$ cat src/rtl/core_pkg.sv
// rtl/core_pkg.sv - shared core constants, encodings and branch helper
package core_pkg;

  localparam int XLEN = 32;
  localparam int RA_W = 5;

  localparam logic [1:0] FWD_RF  = 2'b00;
  localparam logic [1:0] FWD_WB  = 2'b01;
  localparam logic [1:0] FWD_MEM = 2'b10;

  typedef enum logic [2:0] {
    ALU_ADD = 3'b000,
    ALU_SUB = 3'b001,
    ALU_AND = 3'b010,
    ALU_OR  = 3'b011,
    ALU_XOR = 3'b100,
    ALU_SLT = 3'b101
  } alu_op_e;

  typedef enum logic [1:0] {
    RES_ALU  = 2'b00,
    RES_MEM  = 2'b01,
    RES_PC4  = 2'b10
  } resultsrc_e;

  function automatic logic branch_taken(input logic jump, input logic branch, input logic zero);
    return jump | (branch & zero);
  endfunction

endpackage

$ cat src/rtl/id_ex_stage_if.sv
// rtl/id_ex_stage_if.sv - decode-to-execute bundle with hazard and ALU feedback
interface id_ex_stage_if #(
  parameter int XLEN = core_pkg::XLEN,
  parameter int RA_W = core_pkg::RA_W
);
  logic            stall_e, flush_e;
  logic [XLEN-1:0] rd1_d, rd2_d, imm_ext_d, pc_d, pc_plus4_d;
  logic [RA_W-1:0] rs1_d, rs2_d, rd_d;
  logic            regwrite_d, memwrite_d, jump_d, branch_d, alusrc_d;
  logic [1:0]      resultsrc_d;
  logic [2:0]      alucontrol_d;
  logic [1:0]      forward_a_e, forward_b_e;
  logic [XLEN-1:0] aluresult_m, result_w;
  logic            zero_e;

  logic [XLEN-1:0] src_a_e, src_b_e, write_data_e, pc_plus4_e, pc_target_e;
  logic [2:0]      alucontrol_e;
  logic [RA_W-1:0] rs1_e, rs2_e, rd_e;
  logic            regwrite_e, memwrite_e, pcsrc_e;
  logic [1:0]      resultsrc_e;

  modport slave (
    input  stall_e, flush_e, rd1_d, rd2_d, imm_ext_d, pc_d, pc_plus4_d,
           rs1_d, rs2_d, rd_d, regwrite_d, memwrite_d, jump_d, branch_d, alusrc_d,
           resultsrc_d, alucontrol_d, forward_a_e, forward_b_e, aluresult_m, result_w, zero_e,
    output src_a_e, src_b_e, write_data_e, pc_plus4_e, pc_target_e, alucontrol_e,
           rs1_e, rs2_e, rd_e, regwrite_e, memwrite_e, pcsrc_e, resultsrc_e
  );

  modport master (
    output stall_e, flush_e, rd1_d, rd2_d, imm_ext_d, pc_d, pc_plus4_d,
           rs1_d, rs2_d, rd_d, regwrite_d, memwrite_d, jump_d, branch_d, alusrc_d,
           resultsrc_d, alucontrol_d, forward_a_e, forward_b_e, aluresult_m, result_w, zero_e,
    input  src_a_e, src_b_e, write_data_e, pc_plus4_e, pc_target_e, alucontrol_e,
           rs1_e, rs2_e, rd_e, regwrite_e, memwrite_e, pcsrc_e, resultsrc_e
  );
endinterface

$ cat src/rtl/id_ex_stage_fwd_mux3.sv
// rtl/id_ex_stage_fwd_mux3.sv - 3:1 operand forwarding mux keyed on FWD_* selects
module fwd_mux3
  import core_pkg::*;
#(
  parameter int W = XLEN
) (
  input  logic [1:0]   sel,
  input  logic [W-1:0] rf,
  input  logic [W-1:0] wb,
  input  logic [W-1:0] mem,
  output logic [W-1:0] y
);
  // The unused 2'b11 encoding falls back to register-file data.
  always_comb begin
    y = rf;
    case (sel)
      FWD_WB:  y = wb;
      FWD_MEM: y = mem;
      default: y = rf;
    endcase
  end
endmodule

$ cat src/rtl/id_ex_stage.sv
// rtl/id_ex_stage.sv - ID/EX pipeline register with forwarding, operand select and branch resolve
module id_ex_stage #(
  parameter int XLEN = core_pkg::XLEN,
  parameter int RA_W = core_pkg::RA_W
) (
  input logic           clk,
  input logic           reset,
  id_ex_stage_if.slave  bus
);
  import core_pkg::*;

  typedef struct packed {
    logic [XLEN-1:0] rd1, rd2, imm_ext, pc, pc_plus4;
    logic [RA_W-1:0] rs1, rs2, rd;
    logic            regwrite, memwrite, jump, branch, alusrc;
    logic [1:0]      resultsrc;
    logic [2:0]      alucontrol;
  } idex_t;

  idex_t d, q;
  logic [XLEN-1:0] fwd_a, fwd_b;

  always_comb begin
    d            = '0;
    d.rd1        = bus.rd1_d;
    d.rd2        = bus.rd2_d;
    d.imm_ext    = bus.imm_ext_d;
    d.pc         = bus.pc_d;
    d.pc_plus4   = bus.pc_plus4_d;
    d.rs1        = bus.rs1_d;
    d.rs2        = bus.rs2_d;
    d.rd         = bus.rd_d;
    d.regwrite   = bus.regwrite_d;
    d.memwrite   = bus.memwrite_d;
    d.jump       = bus.jump_d;
    d.branch     = bus.branch_d;
    d.alusrc     = bus.alusrc_d;
    d.resultsrc  = bus.resultsrc_d;
    d.alucontrol = bus.alucontrol_d;
  end

  // An all-zero entry is the bubble: add x0,x0,x0 with no side effects.
  always_ff @(posedge clk or posedge reset) begin
    if (reset)             q <= '0;
    else if (bus.flush_e)  q <= '0;
    else if (!bus.stall_e) q <= d;
  end

  fwd_mux3 #(.W(XLEN)) u_fwd_a (
    .sel (bus.forward_a_e),
    .rf  (q.rd1),
    .wb  (bus.result_w),
    .mem (bus.aluresult_m),
    .y   (fwd_a)
  );

  fwd_mux3 #(.W(XLEN)) u_fwd_b (
    .sel (bus.forward_b_e),
    .rf  (q.rd2),
    .wb  (bus.result_w),
    .mem (bus.aluresult_m),
    .y   (fwd_b)
  );

  assign bus.src_a_e      = fwd_a;
  assign bus.write_data_e = fwd_b;
  assign bus.src_b_e      = q.alusrc ? q.imm_ext : fwd_b;
  assign bus.pc_target_e  = q.pc + q.imm_ext;
  assign bus.pcsrc_e      = branch_taken(q.jump, q.branch, bus.zero_e);
  assign bus.alucontrol_e = q.alucontrol;
  assign bus.pc_plus4_e   = q.pc_plus4;
  assign bus.rs1_e        = q.rs1;
  assign bus.rs2_e        = q.rs2;
  assign bus.rd_e         = q.rd;
  assign bus.regwrite_e   = q.regwrite;
  assign bus.memwrite_e   = q.memwrite;
  assign bus.resultsrc_e  = q.resultsrc;
endmodule

$ cat src/flat_wrapper.sv
// flat-port wrapper written by rule: the top's interface ports become plain ports
module id_ex_stage_flat import core_pkg::*;
#(
  parameter int XLEN = core_pkg::XLEN,
  parameter int RA_W = core_pkg::RA_W
)
  (clk, reset, bus_stall_e, bus_flush_e, bus_rd1_d, bus_rd2_d, bus_imm_ext_d, bus_pc_d, bus_pc_plus4_d, bus_rs1_d, bus_rs2_d, bus_rd_d, bus_regwrite_d, bus_memwrite_d, bus_jump_d, bus_branch_d, bus_alusrc_d, bus_resultsrc_d, bus_alucontrol_d, bus_forward_a_e, bus_forward_b_e, bus_aluresult_m, bus_result_w, bus_zero_e, bus_src_a_e, bus_src_b_e, bus_write_data_e, bus_pc_plus4_e, bus_pc_target_e, bus_alucontrol_e, bus_rs1_e, bus_rs2_e, bus_rd_e, bus_regwrite_e, bus_memwrite_e, bus_pcsrc_e, bus_resultsrc_e);
  id_ex_stage_if #(.XLEN(XLEN), .RA_W(RA_W)) bus_i ();
  input logic clk;
  input logic reset;
  input wire logic [$bits(bus_i.stall_e)-1:0] bus_stall_e;
  input wire logic [$bits(bus_i.flush_e)-1:0] bus_flush_e;
  input wire logic [$bits(bus_i.rd1_d)-1:0] bus_rd1_d;
  input wire logic [$bits(bus_i.rd2_d)-1:0] bus_rd2_d;
  input wire logic [$bits(bus_i.imm_ext_d)-1:0] bus_imm_ext_d;
  input wire logic [$bits(bus_i.pc_d)-1:0] bus_pc_d;
  input wire logic [$bits(bus_i.pc_plus4_d)-1:0] bus_pc_plus4_d;
  input wire logic [$bits(bus_i.rs1_d)-1:0] bus_rs1_d;
  input wire logic [$bits(bus_i.rs2_d)-1:0] bus_rs2_d;
  input wire logic [$bits(bus_i.rd_d)-1:0] bus_rd_d;
  input wire logic [$bits(bus_i.regwrite_d)-1:0] bus_regwrite_d;
  input wire logic [$bits(bus_i.memwrite_d)-1:0] bus_memwrite_d;
  input wire logic [$bits(bus_i.jump_d)-1:0] bus_jump_d;
  input wire logic [$bits(bus_i.branch_d)-1:0] bus_branch_d;
  input wire logic [$bits(bus_i.alusrc_d)-1:0] bus_alusrc_d;
  input wire logic [$bits(bus_i.resultsrc_d)-1:0] bus_resultsrc_d;
  input wire logic [$bits(bus_i.alucontrol_d)-1:0] bus_alucontrol_d;
  input wire logic [$bits(bus_i.forward_a_e)-1:0] bus_forward_a_e;
  input wire logic [$bits(bus_i.forward_b_e)-1:0] bus_forward_b_e;
  input wire logic [$bits(bus_i.aluresult_m)-1:0] bus_aluresult_m;
  input wire logic [$bits(bus_i.result_w)-1:0] bus_result_w;
  input wire logic [$bits(bus_i.zero_e)-1:0] bus_zero_e;
  output wire logic [$bits(bus_i.src_a_e)-1:0] bus_src_a_e;
  output wire logic [$bits(bus_i.src_b_e)-1:0] bus_src_b_e;
  output wire logic [$bits(bus_i.write_data_e)-1:0] bus_write_data_e;
  output wire logic [$bits(bus_i.pc_plus4_e)-1:0] bus_pc_plus4_e;
  output wire logic [$bits(bus_i.pc_target_e)-1:0] bus_pc_target_e;
  output wire logic [$bits(bus_i.alucontrol_e)-1:0] bus_alucontrol_e;
  output wire logic [$bits(bus_i.rs1_e)-1:0] bus_rs1_e;
  output wire logic [$bits(bus_i.rs2_e)-1:0] bus_rs2_e;
  output wire logic [$bits(bus_i.rd_e)-1:0] bus_rd_e;
  output wire logic [$bits(bus_i.regwrite_e)-1:0] bus_regwrite_e;
  output wire logic [$bits(bus_i.memwrite_e)-1:0] bus_memwrite_e;
  output wire logic [$bits(bus_i.pcsrc_e)-1:0] bus_pcsrc_e;
  output wire logic [$bits(bus_i.resultsrc_e)-1:0] bus_resultsrc_e;
  assign bus_i.stall_e = bus_stall_e;
  assign bus_i.flush_e = bus_flush_e;
  assign bus_i.rd1_d = bus_rd1_d;
  assign bus_i.rd2_d = bus_rd2_d;
  assign bus_i.imm_ext_d = bus_imm_ext_d;
  assign bus_i.pc_d = bus_pc_d;
  assign bus_i.pc_plus4_d = bus_pc_plus4_d;
  assign bus_i.rs1_d = bus_rs1_d;
  assign bus_i.rs2_d = bus_rs2_d;
  assign bus_i.rd_d = bus_rd_d;
  assign bus_i.regwrite_d = bus_regwrite_d;
  assign bus_i.memwrite_d = bus_memwrite_d;
  assign bus_i.jump_d = bus_jump_d;
  assign bus_i.branch_d = bus_branch_d;
  assign bus_i.alusrc_d = bus_alusrc_d;
  assign bus_i.resultsrc_d = bus_resultsrc_d;
  assign bus_i.alucontrol_d = bus_alucontrol_d;
  assign bus_i.forward_a_e = bus_forward_a_e;
  assign bus_i.forward_b_e = bus_forward_b_e;
  assign bus_i.aluresult_m = bus_aluresult_m;
  assign bus_i.result_w = bus_result_w;
  assign bus_i.zero_e = bus_zero_e;
  assign bus_src_a_e = bus_i.src_a_e;
  assign bus_src_b_e = bus_i.src_b_e;
  assign bus_write_data_e = bus_i.write_data_e;
  assign bus_pc_plus4_e = bus_i.pc_plus4_e;
  assign bus_pc_target_e = bus_i.pc_target_e;
  assign bus_alucontrol_e = bus_i.alucontrol_e;
  assign bus_rs1_e = bus_i.rs1_e;
  assign bus_rs2_e = bus_i.rs2_e;
  assign bus_rd_e = bus_i.rd_e;
  assign bus_regwrite_e = bus_i.regwrite_e;
  assign bus_memwrite_e = bus_i.memwrite_e;
  assign bus_pcsrc_e = bus_i.pcsrc_e;
  assign bus_resultsrc_e = bus_i.resultsrc_e;
  id_ex_stage #(.XLEN(XLEN), .RA_W(RA_W)) u_core (.clk(clk), .reset(reset), .bus(bus_i));
endmodule
$ cat config.mk
export PLATFORM = sky130hd
export DESIGN_NAME = id_ex_stage_flat
export DESIGN_NICKNAME = d
export VERILOG_FILES = /design/src/rtl/core_pkg.sv /design/src/rtl/id_ex_stage_if.sv /design/src/rtl/id_ex_stage_fwd_mux3.sv /design/src/rtl/id_ex_stage.sv /design/src/flat_wrapper.sv
export SDC_FILE = /design/constraint.sdc
export NUM_CORES = 1
export LEC_CHECK = 0
export ABC_AREA = 1
export CORE_AREA = 5 5 168 170
export DETAILED_ROUTE_END_ITERATION = 8
export DIE_AREA = 0 0 173 175
export HOLD_SLACK_MARGIN = 0.05
export PLACE_DENSITY = 0.78
export SETUP_SLACK_MARGIN = 0.2
export SYNTH_ARGS = -nofsm -noshare
export SYNTH_HDL_FRONTEND = slang
export SYNTH_SLANG_ARGS = --single-unit
$ cat constraint.sdc
create_clock -name clk -period 9.21 [get_ports clk]
set_input_delay 0.921 -clock clk [delete_from_list [all_inputs] [get_ports clk]]
set_output_delay 0.921 -clock clk [all_outputs]
set_load 0.005 [all_outputs]
* After elaboration in Yosys (flattened, before gate mapping)
Index checks and enable logic that the tools add are counted.
** Storage, ports and cells
- Register bits after elaboration :: 185
- Input bits :: 258
- Output and inout bits :: 183
- Word-level logic and storage cells :: 28
** Cells by class
- Add/subtract/negate cells :: 1
- Equality and inequality tests :: 5
- Mux-type cells :: 5
- Bitwise gates (word level) :: 2
** Operator list (count)
- $mux W185 :: 2
- $pmux W32 S2 :: 2
- $add A32 B32 Y32 :: 1
- $mux W32 :: 1
- $eq A2 B1 Y1 const B :: 2
- $eq A2 B2 Y1 const B :: 2
- $ne A2 B1 Y1 const B :: 1
- $and A1 B1 Y1 :: 1
- $or A1 B1 Y1 :: 1

* Logic depth before layout (Yosys ltp)
- Depth after elaboration :: 3
- Mapped depth :: 12

* Modules after synthesis
A second synthesis with hierarchy kept.
** Unflattened totals
- Cell total of the unflattened synthesis :: 1889
- Area total of the unflattened synthesis :: 12395.6 µm²
** By module, submodules not included
- id_ex_stage :: times used 1, cells an instance 1469, area each 10639.0 µm², sequential area each 4629.4 µm²
- fwd_mux3 :: times used 2, cells an instance 210, area each 878.3 µm², sequential area each 0.0 µm²

* Worst setup path before layout
Ideal clock, no wire load.
- Kind :: in2out
- Start point :: in bus_forward_b_e[0]
- End point :: out bus_src_b_e[10]
- Arrival time :: 1958 ps
- Setup slack :: 6331 ps
- Cell stages on the path :: 8
- Buffers on the path :: 1
- Cells stage by stage :: inv_1 ha_1 inv_2 clkbuf_1 nand2_1 o21ai_0 nand2_1 o21ai_1
** On the way
- Cells in the longest elaborated chain, start to end :: 3
- Elaborated cells on any way between the ends :: 4
- Those cells by class :: 2 x eq/ne; 2 x mux
** Ends and longest elaborated chain
- start: declaration :: line flat_wrapper.sv:29 : input wire logic [$bits(bus_i.forward_b_e)-1:0] bus_forward_b_e;
- $eq A2 B2 Y1 or $eq A2 B1 Y1 (tied branches) :: line id_ex_stage_fwd_mux3.sv:16 : case (sel)
- $pmux W32 S2 (*) :: line id_ex_stage_fwd_mux3.sv:16
- named net bus_write_data_e[10] :: line flat_wrapper.sv:35 : output wire logic [$bits(bus_i.write_data_e)-1:0] bus_write_data_e;
- $mux W32 (*) :: line id_ex_stage.sv:67 : assign bus.src_b_e = q.alusrc ? q.imm_ext : fwd_b;
- end: declaration :: line flat_wrapper.sv:34 : output wire logic [$bits(bus_i.src_b_e)-1:0] bus_src_b_e;
The timed path passes the listed nets; every way through them passes the cells marked *.

* Worst setup path in the final report
- Start point :: in bus_forward_b_e[0]
- End point :: out bus_src_b_e[7]
** On the way
- Cells in the longest elaborated chain, start to end :: 3
- Elaborated cells on any way between the ends :: 4
- Those cells by class :: 2 x eq/ne; 2 x mux
** Ends and longest elaborated chain (line)
- $eq A2 B2 Y1 or $eq A2 B1 Y1 (tied branches) :: id_ex_stage_fwd_mux3.sv:16
- $pmux W32 S2 (*) :: id_ex_stage_fwd_mux3.sv:16
- $mux W32 (*) :: id_ex_stage.sv:67
Every way passes the cells marked *; elsewhere a longest branch is shown, timed or not.

==> flow_summary.ini <==
[clock_network]
root_buffer = clkbuf_16
cts_num_sinks = 185
cts_resized = 0
clk_pin_slew_worst_paths_ps = 80
cts_buffer_depth = 2
postCtsSetupBuffers = 0
cts_made_buffers = 17
cts_max_level = 4
cts_tree = built
cts_hold_buffers = 0
clkLatencyLatePin_ps = 430

[floorplan]
dieArea_mm2 = 0.03028
io_pins = 441
rows = 60
die_w_um = 173
die-height_um = 175
initial_core_util_pct = 45.20
core-area_mm2 = 0.02658

[drt]
num_vias = 12636
dr.first_iter.drc_count = 1245
wl_per_cell_um = 19.35
drc = 0
wirelength_mm = 46.28
drt-pass1-iter-count = 6
antenna_left = 0
via_per_inst = 5.283

[power]
sw_frac_of_total_pct = 32.71
power_uw = 2346
p_per_area_mw_per_mm2 = 141.0
seqPwrFrac_pct = 38.2
p_leak_uw = 0.008128
comb_power_share_pct = 30.2
p_switching_uw = 767.4
p_clk_share_pct = 31.6
irDropWorstVdd_mv = 0.1003
p_int_uw = 1579

[critical_path]
cp_slowest_cell = inv_1
crit_type = primary input to output pin
worstPathMaxFanout = 32
worst_setup_path_start_kind = primary input
cp.arrival_ps = 3840
r2r_slack_ps = 7680
cpPeakStageDelay_ps = 850
worst-path-buf-inv = 4
worstPathCellList = clkdlybuf4s50_1 > inv_1 > ha_1 > inv_1 > o22ai_1 > nand2_1 > o21ai_0 > nand2_1 > o21ai_1 > clkdlybuf4s50_1
cp.required_ps = 8290
cp_top_family = buffers and inverters
end_kind = output pin

[grt]
globalRouteOverflowTotal = 0
grt_pass1_wl_mm = 70.54
grt_pass1_vias = 12328
grt_max_degree = 147
grt_usage_pct = 29.62
antenna_found_initial = 9

[yosys]
yosysUniqueCellTypes = 30
seq_area_frac_synth_pct = 38.54
syn_area_mm2 = 0.01201
postSynthAreaPerCell_um2 = 6.972
syn-num-nets = 2017
yosysWarningCount = 0
netlist_instances = 1723
ys_ff_latch = 185

[cells_and_area]
layout_commonest_cell = clkdlybuf4s50_1
area_growth_pct = 38.56
n_fill_cell = 2407
final_cell_mix = 439 x clkdlybuf4s50_1, 403 x nand2_1, 277 x inv_1
drive_above_1_share_pct = 3.664
multiInputGateArea_mm2 = 0.005466
utilization_pct = 62.63
nets = 2329
ff_latch_area_mm2 = 0.004629

[timing]
final-hold-violation-count = 0
finClkSkew_ps = 0
rsz0062_at_grt = no
fin_crit_sh_pct = 51.73
final.setup.tns_ps = 0
fmax_mhz = 209.9
max_slew.worst_pin.slew_ps = 1191
drv_slew = 0
setup_viol = 0
slew_headroom_pct = 20.52
fin_crit_ps = 4764

[flow_run]
maxCapViolations = 0

[placed_design]
place_congestion = 1.006
dpl.hpwl_mm = 35.54
io_buffers = 440

[run_status]
status = completed

[hold_path]
hp-class = flip-flop to flip-flop
[power by group through the flow]
stage	sequential [uW]	combinational [uW]	clock, uW
2_1_floorplan	904	327	0
3_3_place_gp	911	698	0
3_5_place_dp	913	703	0
4_1_cts	897	707	750
5_1_grt	903	771	786
6_report	897	708	741
[final cells by class]
| class | instances | area share (%) |
|---|---|---|
| Sequential cell | 185 | 27.81 |
| Timing Repair Buffer | 446 | 26.72 |
| Multi-Input combinational cell | 1099 | 32.84 |
| Tap cell | 341 | 2.563 |
| Inverter | 286 | 6.540 |
| Clock buffer | 17 | 2.556 |
| Clock inverter | 14 | 0.9096 |
| Antenna cell | 4 | 0.06014 |
[synth_stat cells, drive strengths merged]
cell,instances,area share [%]
ha,35,3.6
inv,285,8.9
buf,111,5.8
nand3,267,11
nor3,5,0.33
a21oi,20,0.86
o21bai,2,0.12
clkinv,1,0.031
xnor2,1,0.073
fa,1,0.17
o22ai,64,3.3
clkbuf,42,1.3
o21ai,225,9.4
nor2,39,1.3
dfrtp,185,39
nand2,420,14
nand4,4,0.21
xor2,15,1.1
a21o,1,0.063
[per-layer routing]
metal  up-vias  GRT usage, %  wire, um
met5         -             0        69
met4        10         10.74      1579
met3        84         8.481      4405
met2       607         47.38     21690
met1      5839         38.51     18540
li1       6096             -         -
[kinds of logic after synthesis]
group / Yosys count / share of synthesized area [%]
AOI/OAI and AO/OA: 312 / 13.76
xor gates and xnor gates: 16 / 1.167
adders and majority gates: 36 / 3.812
buffers and inverters: 439 / 16.03
DFF: 185 / 38.54
and+or+nand+nor: 735 / 26.70
[stage by stage]
| step | std cells | hold WS, ps | setup WS [ps] | cell area [um^2] |
|---|---|---|---|---|
| floorplan | 1723 | 477.0 | 3260 | 12010 |
| global placement | 2357 | 487.3 | 4495 | 16060 |
| detailed placement | 2357 | 493.0 | 4514 | 16060 |
| CTS | 2388 | 513.1 | 4500 | 16630 |
| global route | 2392 | 543.6 | 4269 | 16640 |
| finish | 2392 | 511.5 | 4446 | 16640 |
[flip-flops by register name, indices dropped and copies added (netlist names)]
signal	flops
u_core.bus.alucontrol_e	3
u_core.bus.regwrite_e	1
u_core.bus.rd_e	5
u_core.bus.rs1_e	5
u_core.bus.memwrite_e	1
u_core.bus.resultsrc_e	2
u_core.bus.pc_plus4_e	32
u_core.bus.rs2_e	5
u_core.q	131
[worst register-to-register path: stages, from the launching register on]
cell and delay (ps):
dfrtp_1 370, inv_2 770, o21ai_0 220
[path summary, 6_finish.rpt]
path / from / cells after the start / endpoint
worst max-delay path: bus_forward_b_e[0] / 10 / bus_src_b_e[7]
worst min-delay path: u_core.bus.pc_plus4_e[7] / 2 / u_core.bus.pc_plus4_e[7]
worst max register to register: u_core.q[5] / 2 / u_core.q[5]
worst min register to register: u_core.bus.pc_plus4_e[7] / 2 / u_core.bus.pc_plus4_e[7]
max in group asynchronous: reset / 3 / u_core.q[116]
min in group asynchronous: reset / 2 / u_core.q[130]
Power figures use the tool's default switching activity.
==> edit: new RTL, config.mk and constraints unchanged <==
Change the package constant `RA_W` from 5 to 10.
--- a/src/rtl/core_pkg.sv
+++ b/src/rtl/core_pkg.sv
@@ -2,7 +2,7 @@
 package core_pkg;
 
   localparam int XLEN = 32;
-  localparam int RA_W = 5;
+  localparam int RA_W = 10;
 
   localparam logic [1:0] FWD_RF  = 2'b00;
   localparam logic [1:0] FWD_WB  = 2'b01;
Interface: changed (6 resized); port bits go from 441 to 471. No check against the original RTL was run, so the function may have changed too.
==> edit against the original RTL <==
Cell area is 5.5% higher; register-to-register slack worse by 0.03 ns; maximum frequency is 1.5% higher; sequential power rose by 8.5%; area after synthesis increased by 5.5%; highest routed layer unchanged; synthesized cell count rose by 4.8%; sequential cell count grew 15; final cell count up 4.1%; routed wire length is 8.8% higher; total power rose by 6.4%; largest cell class unchanged; setup slack improved by 0.072 ns.
==> edit: results (changes against the original RTL) <==
* Sw Ratio at 0.329 (+0.00236)
* Length of routed met2 wiring at 24000 µm (+10%)
* Detailed Place HPWL at 38600 µm (+8.7%)
* Sw Pwr at 0.822 mW (+7.2%)
* Buffers on Ports at 470 (+6.8%)
* Synth top cells by count: nand2_1 (422), nand3_1 (293), inv_1 (282), o21ai_0 (220), dfrtp_1 (200)
* Area of the multi-input gates at 5650 µm² (+3.3%)
* Sequential cell area share at 0.285 (+0.00689)
* Met3 wire len at 4160 µm (-5.6%)
* Seq pwr at 0.973 mW (+8.5%)
* GP Congestion at 0.977 (-2.9%)
* Layout net count at 2434 (+4.5%)
* Top cells by area, synth: dfrtp_1 (39%), nand2_1 (13%), nand3_1 (12%)
* Initial antenna violation count at 12 (+3)
* Tot GR Track Use at 0.320 (+0.0242)
* Power share of the clock group at 0.315 (about the same)
* Syn_nets at 2114 (+4.8%)
* Hold_sp: u_core.bus.rs2_e[0]$_DFFE_PP0P_
* Hold Path End: u_core.bus.rs2_e[0]$_DFFE_PP0P_
* Drt first-iter violations at 1480 (+19%)
* Pin count of the biggest net entering global routing at 172 (+17%)
* Non-clock buffer share at 0.270 (+0.00319)
* DR vias/cell at 5.39 (+2.0%)
* #MultiIn Comb at 1144 (+4.1%)
* Critical Path AT at 3.77 ns (-0.07 ns)
* Seq_cells at 200 (+8.1%)
* # diodes at 10 (+6)
* Slew Limit Headroom at 0.206 (+0.000531)
* Clock buf/inv share at 0.0354 (+0.000760)
* Crit path time final at 4.69 ns (-0.0717 ns)
* Pre-CTS WS at 4.55 ns (+0.0323 ns)
* Layout cells sized above 1 at 0.0304 (-0.00624)
* Signal buffers at 476 (+6.7%)
* Grt met3 use at 0.0839 (-0.000865)
* Met1 Track Usage GR at 0.396 (+0.0114)
* Worst vdd ir at 0.000112 V (+12%)
* Critical Path Sink: bus_src_b_e[3]
* Vias in the first global route at 12950 (+5.0%)
* GR Util met2 at 0.529 (+0.0548)
* Fill count at 2342 (-2.7%)
* FF-to-FF setup slack at 7.65 ns (-0.03 ns)
* Status: finished, final reports clean
==> edit: cell count changes after synthesis, moves of 3 or more <==
cell and delta:
buf_2 +5, clkbuf_1 +11, nand2_2 -3, nand2_1 +19, buf_4 +6, dfrtp_1 +15
nand3_1 +32
==> edit: cell families (layout without fill, tap and decap cells) <==
kind of cell,Yosys count,after routing,synth area share
flip-flops,200,200,0.395
adder cells (fa/ha/maj),36,36,0.0361
AO/OA/AOI/OAI,312,312,0.130
AND/OR/NAND/NOR,780,780,0.267
other,0,10,0
XOR/XNOR,16,16,0.0111
buffers and inverters,461,794,0.161
==> edit: metrics by stage <==
stage	instance area, µm²	std cells	util
after floorplan	12700	1805	-
after global routing	17600	2488	0.661
after global placement	16900	2447	0.636
after CTS	17500	2479	0.660
final	17600	2489	0.661
after detailed placement	16900	2447	0.636
==> edit: critical path, delay by kind of cell <==
family,cells,cell delay (ns)
buffers and inverters,4,1.87
AND/OR/NAND/NOR,2,0.25
adder cells (fa/ha/maj),1,0.18
AO/OA/AOI/OAI,3,0.54
